## config.mk

```make
export PLATFORM = sky130hd
export DESIGN_NAME = load_store_unit
export DESIGN_NICKNAME = d
export VERILOG_FILES = /design/src/rtl/lsu_pkg.sv /design/src/rtl/load_store_unit.sv
export SDC_FILE = /design/constraint.sdc
export NUM_CORES = 1
export LEC_CHECK = 0
export ABC_AREA = 1
export CAP_MARGIN = 20
export CORE_MARGIN = 2
export CORE_UTILIZATION = 30
export DETAILED_ROUTE_END_ITERATION = 7
export GPL_TIMING_DRIVEN = 0
export PLACE_DENSITY = 0.86
export SYNTH_ARGS = -nofsm -noshare
export SYNTH_HDL_FRONTEND = slang
export SYNTH_SLANG_ARGS = --single-unit
```

## constraint.sdc

```tcl
create_clock -name clk -period 1.4 [get_ports clk]
set_input_delay 0.21 -clock clk [delete_from_list [all_inputs] [get_ports clk]]
set_output_delay 0.21 -clock clk [all_outputs]
set_load 0.005 [all_outputs]
```

## src/rtl/lsu_pkg.sv

```systemverilog
// Load/store unit shared types and widths.
// Imported by the LSU and its bench.
package lsu_pkg;

  localparam int ADDR_W    = 8;
  localparam int DATA_W    = 32;
  localparam int MAX_LEN_W = 2;

  typedef enum logic [2:0] {
    IDLE,
    RD,
    RD_DRAIN,
    WR,
    WR_RESP
  } lsu_state_t;

endpackage

```

## src/rtl/load_store_unit.sv

```systemverilog
// Burst load/store unit in front of a registered-output
// synchronous word memory; one beat per cycle.
module load_store_unit
  import lsu_pkg::*;
#(
  parameter int MAX_LEN_W = lsu_pkg::MAX_LEN_W
) (
  input  logic                 clk,
  input  logic                 rst,
  input  logic                 req_valid,
  output logic                 req_ready,
  input  logic                 req_wr,
  input  logic [ADDR_W-1:0]    req_addr,
  input  logic [MAX_LEN_W-1:0] req_len,
  input  logic                 wdata_valid,
  output logic                 wdata_ready,
  input  logic [DATA_W-1:0]    wdata,
  output logic                 resp_valid,
  output logic                 resp_last,
  output logic [DATA_W-1:0]    resp_rdata,
  output logic                 mem_en,
  output logic                 mem_wen,
  output logic [ADDR_W-1:0]    mem_addr,
  output logic [DATA_W-1:0]    mem_data_in,
  input  logic [DATA_W-1:0]    mem_data_out
);

  lsu_state_t state, state_nxt;

  logic [ADDR_W-1:0]    addr_q;
  logic [MAX_LEN_W-1:0] len_q;
  logic [MAX_LEN_W-1:0] beat_q;
  logic                 pend_q;
  logic                 pend_last_q;
  logic                 at_last;

  assign at_last = (beat_q == len_q);

  always_ff @(posedge clk) begin
    if (rst) state <= IDLE;
    else     state <= state_nxt;
  end

  always_comb begin
    state_nxt = state;
    unique case (state)
      IDLE:
        if (req_valid) state_nxt = req_wr ? WR : RD;
      RD:
        if (at_last) state_nxt = RD_DRAIN;
      RD_DRAIN:
        state_nxt = IDLE;
      WR:
        if (wdata_valid && at_last) state_nxt = WR_RESP;
      WR_RESP:
        state_nxt = IDLE;
      default:
        state_nxt = IDLE;
    endcase
  end

  // pend_q marks a load beat whose data arrives this cycle
  always_ff @(posedge clk) begin
    if (rst) begin
      addr_q      <= '0;
      len_q       <= '0;
      beat_q      <= '0;
      pend_q      <= 1'b0;
      pend_last_q <= 1'b0;
    end else begin
      pend_q      <= (state == RD);
      pend_last_q <= (state == RD) && at_last;
      unique case (state)
        IDLE:
          if (req_valid) begin
            addr_q <= req_addr;
            len_q  <= req_len;
            beat_q <= '0;
          end
        RD: begin
          addr_q <= addr_q + 1'b1;
          beat_q <= beat_q + 1'b1;
        end
        WR:
          if (wdata_valid) begin
            addr_q <= addr_q + 1'b1;
            beat_q <= beat_q + 1'b1;
          end
        default: ;
      endcase
    end
  end

  always_comb begin
    req_ready   = 1'b0;
    wdata_ready = 1'b0;
    mem_en      = 1'b0;
    mem_wen     = 1'b0;
    mem_addr    = '0;
    mem_data_in = '0;
    resp_valid  = pend_q;
    resp_last   = pend_q & pend_last_q;
    resp_rdata  = pend_q ? mem_data_out : '0;
    unique case (state)
      IDLE:
        req_ready = 1'b1;
      RD: begin
        mem_en   = 1'b1;
        mem_addr = addr_q;
      end
      WR: begin
        wdata_ready = 1'b1;
        mem_en      = wdata_valid;
        mem_wen     = wdata_valid;
        mem_addr    = addr_q;
        mem_data_in = wdata;
      end
      WR_RESP: begin
        resp_valid = 1'b1;
        resp_last  = 1'b1;
      end
      default: ;
    endcase
  end

endmodule

```

* Word-level counts from Yosys, hierarchy flattened *
Index checks and enable logic that the tools add are counted.

word-level totals
  flip-flop bits (word level) = 17
  bits of input ports = 79
  output and inout port bits = 78
  logic and storage cells = 45

operators by class
  add/subtract/negate cells = 2
  eq/ne operators = 8
  muxes and demuxes = 20
  bitwise operators = 1
  reduce and logical (&&, ||, !) cells = 8

operators by type and width
  cell                                                              number
  32-bit two-way mux                                                2
  8-bit two-way mux                                                 3
  8-bit one-hot mux with 3 select lines                             1
  3-bit two-way mux                                                 3
  3-bit one-hot mux with 3 select lines                             1
  8-bit by 1-bit adder with 8-bit output (second input constant)    1
  2-bit != test (second input constant)                             4
  2-bit two-way mux                                                 3
  2-bit one-hot mux with 3 select lines                             1
  3-bit AND reduction                                               2
  1-bit two-way mux                                                 5
  3-bit by 1-bit == test with 1-bit output (second input constant)  1
  3-bit by 2-bit == test with 1-bit output (second input constant)  1
  3-bit == test (second input constant)                             1
  3-bit logical NOT                                                 1
  3-bit nonzero test                                                1
  2-bit by 1-bit adder with 2-bit output (second input constant)    1
  2-bit == test                                                     1
  1-bit logical AND                                                 2
  1-bit one-hot mux with 2 select lines                             1
  2-bit AND reduction                                               1
  2-bit OR reduction                                                1
  1-bit AND                                                         1

* Longest topological paths before layout *
Gate-level depths: netlist (run 1).

  depth in word-level cells = 4
  gate-level depth with buffers = 8
  mapped depth without buffers = 8

* Least setup slack after synthesis (run 1) *
Ideal clock, no wire load.

  path type = register to output
  start point = register state[0]
  end point = output mem_data_in[10]
  data arrival time = 1.044 ns
  data required time = 1.190 ns
  path slack = 0.146 ns
  stages on the path, launching flop included = 6
  buffers on the path = 1
  cell sequence = dfxtp_1 nand2_1 nor2_4 inv_1 buf_1 nor2_1

between the ends
  cells in the longest elaborated chain, start to end = 2

RTL lines
  item                                      RTL line                text
  start, declared                           load_store_unit.sv:28   lsu_state_t state, state_nxt;
  start signal, assigned                    load_store_unit.sv:41   else state <= state_nxt;
  3-bit by 2-bit == test with 1-bit output  load_store_unit.sv:104  unique case (state)
  32-bit two-way mux                        load_store_unit.sv:104
  end, declared                             load_store_unit.sv:24   output logic [DATA_W-1:0] mem_data_in,

No other way between the ends.

* Worst setup path in the final report (run 1) *
  start point = register state[1]
  end point = register state[1]

between the ends
  cells in the longest elaborated chain, start to end = 3

RTL lines
  item                                                                    RTL line               text
  3-bit by 2-bit == test with 1-bit output, or another cell as far along  load_store_unit.sv:46  unique case (state)
  2-bit != test (no line)                                                 -
  3-bit AND reduction (no line)                                           -

Several ways; a longest one is shown, not always the timed one.
A chain may end at the register's enable or synchronous reset.

==> results.ini, run 1 <==
[status]
status = finished with violations
violations = setup timing

[detailed_routing]
vias_per_cell = 4.37
vias = 2447
first_iter_violations = 73
firstDrtPassIters = 4
post-route-drc-count = 0
drt_wl_total_microns = 7750
ant_nets = 0
wl_per_cell_microns = 13.8

[timing]
fin_tns_setup_ps = -3460
post-route-period-util_pct = 108
slew_headroom_pct = 63.3
worstMarginPinSlew_ps = 551
layout_min_cycle_time_ps = 1510
layout_setup_ws_ps = -109
rsz0062_at_grt = yes
slew_viol_final = 0
setup_viol = 51
fmax_mhz = 662
hold_viol_final = 0
fin_skew_ps = 7.25

[worst_hold_path]
hold_depth = 2
min_path_type = register to register

[critical_path]
cp_data_arrival_time_ps = 1690
r2r-start = state[1]
startpoint = state[1]
crit_type = register to register
cp_common_cell = buf_4
crit_path_end_kind = register
timing.rr.end = state[1]
slowest_delay_ps = 360
critPathSlowestCell = dfxtp_4
r2r_setup_slack_ps = -110
r2r_cells = 11
crit_required_ps = 1590
cp_max_fo = 4
start_kind = register
path_cells = buf_4 -> nor2_4 -> buf_6 -> nand2_2 -> inv_2 -> buf_4 -> buf_4 -> nand2_1 -> nand2_1 -> nand3_1 -> a21oi_1
crit_end = state[1]

[cells_and_area]
fillers = 396
layout-drive-gt1-share_pct = 32.9
regArea_sq_um = 355
layout.nets = 571
antennaDiodeCount = 0
multi_input_comb_area_sq_um = 1070
area_growth_pct = 131

[floorplanning]
start_util_pct = 30.9
die_h_microns = 76.3
ios = 157
rows = 26
die_x_microns = 76.3
core_sq_um = 5070
die_area_sq_um = 5820

[power]
power.density_nw_per_um2 = 984
p_leak_nw = 2.15
ir_drop_mv = 0.906
p_total_mw = 3.55

[synth]
netlist-cell-type-count = 24
synth_top_area_share_pct = 21.7
synth_area_sq_um = 1570
ys_ff_latch = 17
synthTopCellsByArea = dfxtp_1, inv_1, nand2_1
ys_warn_count = 0
yosysSeqAreaShare_pct = 21.7
syn-num-nets = 382
syn_area_per_cell_sq_um = 5.19
yosysTopAreaCell = dfxtp_1
syn_inst = 302

[global_route]
antenna_found_initial = 0
grt_max_degree = 11
track_usage_pct = 23.3
grt_pass1_vias = 2393
overflow = 0
grt_pass1_wl_microns = 11200

[clock_network]
numCtsBuffers = 3
cts_num_sinks = 17
cts_tree = yes
clockBufferDepth = 2
clock-root-buffer = clkbuf_8
htree_levels = 1
ctsHoldBuffers = 0
clkLatencyLatePin_ps = 270
cts.clk_slew.worst_paths_ps = 70

[place]
place_hpwl_microns = 5030
numPortBuffers = 156
gp_congestion = 0.869

[job]
maxCapViolations = 0

==> cells by family (layout without fill, tap and decap cells) <==
kind of cell	after synthesis	after routing	synth area share (%)
and+or+nand+nor	156	156	41.2
buffers and inverters	99	287	25.6
AOI/OAI and AO/OA	27	27	9.59
DFF	17	17	21.7
xor gates and xnor gates	2	2	1.12
adders and majority gates	1	1	0.799
==> cell type report <==
| type | count | share of cell area [%] |
|---|---|---|
| inverters | 88 | 9.42 |
| multi-input cells | 186 | 29.7 |
| clock buffers | 4 | 1.25 |
| well taps | 70 | 2.43 |
| flip-flops and latches | 17 | 9.84 |
| plain buffers | 10 | 3.33 |
| repair buffers | 185 | 44.0 |
==> routing by layer <==
| metal | vias to the layer above | wire [microns] | track usage (%) | share of wire (%) |
|---|---|---|---|---|
| met5 | - | 0 | 0 | 0 |
| met4 | 0 | 196 | 6.36 | 2.5 |
| met3 | 18 | 486 | 4.62 | 6.3 |
| met2 | 114 | 4160 | 46.4 | 54 |
| met1 | 1080 | 2910 | 24.6 | 38 |
| li1 | 1235 | - | - | - |
==> worst min-delay path by stage <==
stage / startpoint / end
floorplan: req_len[0] / len_q[0]
global placement: len_q[0] / len_q[0]
detailed placement: len_q[1] / len_q[1]
CTS: len_q[1] / len_q[1]
global route: len_q[0] / len_q[0]
finish: len_q[1] / len_q[1]
==> timing repair <==
action / 4_1_cts / 5_1_grt
pin swaps: 4 / 20
cloned: 4 / 1
buffers inserted: 21 / 7
gates resized for setup: 277 / 67
setup endpoints to repair: 78 / 54
==> power breakdown <==
group | internal [mW] | switching, mW
combinational | 1.21 | 1.18
clock | 0.203 | 0.192
sequential | 0.614 | 0.158
==> critical path, delay by kind of cell (launching register included) <==
kind,cells,cell delay [ps]
and+or+nand+nor,5,390
DFF,1,360
buffers and inverters,5,530
AOI/OAI and AO/OA,1,140
==> cell usage after synthesis (all sizes together) <==
cell	instances
nand2	78
clkbuf	5
buf	6
nor2	61
o21ai	11
ha	1
a21oi	16
nor3	1
nand3	15
or2	1
inv	88
dfxtp	17
xnor2	2
==> sequential cells by signal (all words and copies together) (netlist names) <==
name         flops
pend_q           1
state            3
addr_q           8
pend_last_q      1
len_q            2
beat_q           2
==> through the flow <==
stage	instance area, sq um	instances	utilization, %	setup WS [ps]	hold WS, ps
2_1_floorplan	1570	302	-	146	375
3_3_place_gp	3220	528	63.4	-540	463
3_5_place_dp	3220	528	63.4	-548	467
4_1_cts	3390	556	66.9	-139	475
5_1_grt	3610	560	71.2	-173	499
6_report	3610	560	71.2	-109	475
==> cells in the final DEF, fill, tap and decap left out, drive strengths merged <==
cell type,instances
inv,87
o21ai,11
or2,1
dfxtp,17
nor3,1
clkinv,1
buf,79
dlygate4sd2,30
ha,1
clkbuf,11
clkdlybuf4s15,1
xnor2,2
nand3,15
nand2,78
a21oi,16
clkdlybuf4s50,78
nor2,61
(Power assumes the default switching activity.)
==> run 2, diff against run 1 <==
--- a/config.mk
+++ b/config.mk
@@ -12,6 +12,7 @@
 export DETAILED_ROUTE_END_ITERATION = 7
 export GPL_TIMING_DRIVEN = 0
 export PLACE_DENSITY = 0.86
+export SKIP_CTS_REPAIR_TIMING = 1
 export SYNTH_ARGS = -nofsm -noshare
 export SYNTH_HDL_FRONTEND = slang
 export SYNTH_SLANG_ARGS = --single-unit
==> run 2 against run 1 <==
  * The run still ends with setup timing left
  * Total power fell by 13%
  * Design area rose by 0.31%
  * Utilization rose by 0.22 points
  * Combinational power fell by 17%
  * Via count fell by 4.2%
  * Clock power fell by 5%
  * Clock-buffer cell count did not move
  * Global-route usage fell by 3.7 points
  * Fmax fell by 10%
  * Largest power group unchanged
==> results.ini, run 2 (synthesis results as in run 1) <==
[critical_path]
startpoint = state[0]  ; was state[1]
r2r_setup_slack_ps = 100  ; was -110 ps
cp_data_arrival_time_ps = 1470  ; was 1690 ps
r2r_cells = 7  ; was 11
start_kind = register  ; unchanged
crit_end = mem_data_in[14]  ; was state[1]
cp_max_fo = 5  ; was 4
r2r-start = state[2]  ; was state[1]
crit_path_end_kind = output pin  ; was register
crit_required_ps = 1190  ; was 1590 ps
crit_type = register to output pin  ; was register to register
timing.rr.end = beat_q[0]  ; was state[1]

[timing]
worstMarginPinSlew_ps = 529  ; was 551 ps
fmax_mhz = 594  ; was 662 MHz
fin_skew_ps = 4.51  ; was 7.25 ps
slew_viol_final = 0  ; unchanged
post-route-period-util_pct = 120  ; was 108%
setup_viol = 52  ; was 51
hold_viol_final = 0  ; unchanged
slew_headroom_pct = 64.7  ; was 63.3%
layout_setup_ws_ps = -285  ; was -109 ps
layout_min_cycle_time_ps = 1680  ; was 1510 ps
rsz0062_at_grt = yes  ; unchanged

[detailed_routing]
firstDrtPassIters = 4  ; unchanged
wl_per_cell_microns = 12.5  ; was 13.8 microns
post-route-drc-count = 0  ; unchanged
drt_wl_total_microns = 6880  ; was 7750 microns
vias_per_cell = 4.27  ; was 4.37
vias = 2344  ; was 2447
first_iter_violations = 50  ; was 73
ant_nets = 0  ; unchanged

[floorplanning]
start_util_pct = 30.9  ; unchanged
ios = 157  ; unchanged
die_x_microns = 76.3  ; unchanged
core_sq_um = 5070  ; unchanged
rows = 26  ; unchanged
die_area_sq_um = 5820  ; unchanged
die_h_microns = 76.3  ; unchanged

[cells_and_area]
layout.nets = 560  ; was 571
final_common_cell = clkdlybuf4s50_1  ; was inv_1
final_cell_mix = clkdlybuf4s50_1, inv_1, nand2_1  ; was inv_1, clkdlybuf4s50_1, nand2_1
largest_register = addr_q  ; unchanged
reg_top3 = addr_q (8), state (3)  ; unchanged
area_growth_pct = 131  ; about the same
fin_cells = 549  ; was 560
antennaDiodeCount = 0  ; unchanged
layout-drive-gt1-share_pct = 26.7  ; was 32.9%
largest_register_ffs = 8  ; unchanged

[clock_network]
clkLatencyLatePin_ps = 260  ; was 270 ps
htree_levels = 1  ; unchanged
numCtsBuffers = 3  ; unchanged
cts_tree = yes  ; unchanged
cts_num_sinks = 17  ; unchanged
clockBufferDepth = 2  ; unchanged
clock-root-buffer = clkbuf_8  ; unchanged
cts.clk_slew.worst_paths_ps = 60  ; was 70 ps

[status]
violations = setup timing  ; unchanged
status = finished with violations  ; unchanged

[power]
p_total_mw = 3.11  ; was 3.55 mW
p_leak_nw = 2.33  ; was 2.15 nW
ir_drop_mv = 0.767  ; was 0.906 mV
power.density_nw_per_um2 = 857  ; was 984 nW/um^2

[worst_hold_path]
min_path_type = register to register  ; unchanged

[place]
numPortBuffers = 156  ; unchanged
dp_cells = 528  ; unchanged
gp_congestion = 0.869  ; unchanged
detailedPlace.worstSlack_ps = -548  ; unchanged
place_hpwl_microns = 5030  ; unchanged

[global_route]
overflow = 0  ; unchanged
grt_pass1_wl_microns = 9540  ; was 11200 microns
antenna_found_initial = 0  ; unchanged
grt_pass1_vias = 2050  ; was 2393
grt_max_degree = 11  ; unchanged
track_usage_pct = 19.7  ; was 23.3%

[job]
maxCapViolations = 0  ; unchanged

-- run 2: cell types whose count changed in the layout (fill, tap and decap cells not counted), sizes merged --
cell,delta
buf,-23
clkdlybuf4s50,+16
clkinv,-1
inv,+1
dlymetal6s2s,+24
clkdlybuf4s15,-1
clkbuf,+3
dlygate4sd2,-30
-- run 2: cell type report --
class	count	area [sq um]
clock buffer	4	45.0
fill	381	1450
buffer	10	129
sequential	17	355
tap	70	87.6
inverter	88	338
multi-input combinational	186	1020
timing repair buffer	174	1650
-- run 2: worst min-delay path by stage --
| stage | depth (start not counted) | end | from |
|---|---|---|---|
| after global placement | 2 | len_q[0] | len_q[0] |
| after detailed placement | 2 | len_q[1] | len_q[1] |
| after global routing | 2 | len_q[0] | len_q[0] |
| after floorplan | 2 | len_q[0] | req_len[0] |
| final | 2 | len_q[1] | len_q[1] |
| after CTS | 2 | len_q[1] | len_q[1] |
-- run 2: critical path, cell delays in order (launching register included) --
cell       delay (ps)
dfxtp_4           370
nand2_2            70
nor2_4            200
inv_4              80
buf_6             130
clkbuf_16         150
nor2_2             80
buf_2             120
-- run 2: metal layers --
metal	track usage [%]	share of wire (%)	vias to the layer above
met3	4.27	5.7	6
met5	0	0	-
met1	21.3	39	1047
met2	38.6	54	80
li1	-	-	1211
met4	4.36	1.1	0
-- run 2: per-stage QoR --
step / hold WS (ps) / util, % / setup TNS, ps / instance area, sq um
after floorplan: 375 / - / 0 / 1570
after global placement: 463 / 63.4 / -27520 / 3220
after detailed placement: 467 / 63.4 / -28930 / 3220
after CTS: 475 / 64.3 / -49170 / 3260
after global routing: 499 / 71.4 / -14130 / 3620
final: 472 / 71.4 / -11350 / 3620
-- run 2: where the power goes --
group / leakage, nW / internal [mW] / switching (mW)
combinational: 2.16 / 1.02 / 0.957
clock: 0.0228 / 0.202 / 0.175
sequential: 0.143 / 0.614 / 0.133
total: 2.33 / 1.84 / 1.27
==> run 3, diff against run 2 <==
--- a/config.mk
+++ b/config.mk
@@ -13,6 +13,7 @@
 export GPL_TIMING_DRIVEN = 0
 export PLACE_DENSITY = 0.86
 export SKIP_CTS_REPAIR_TIMING = 1
+export SLEW_MARGIN = 20
 export SYNTH_ARGS = -nofsm -noshare
 export SYNTH_HDL_FRONTEND = slang
 export SYNTH_SLANG_ARGS = --single-unit
==> results of run 3 <==
Same layout as run 2: the final DEF is identical, and so are final timing and power.
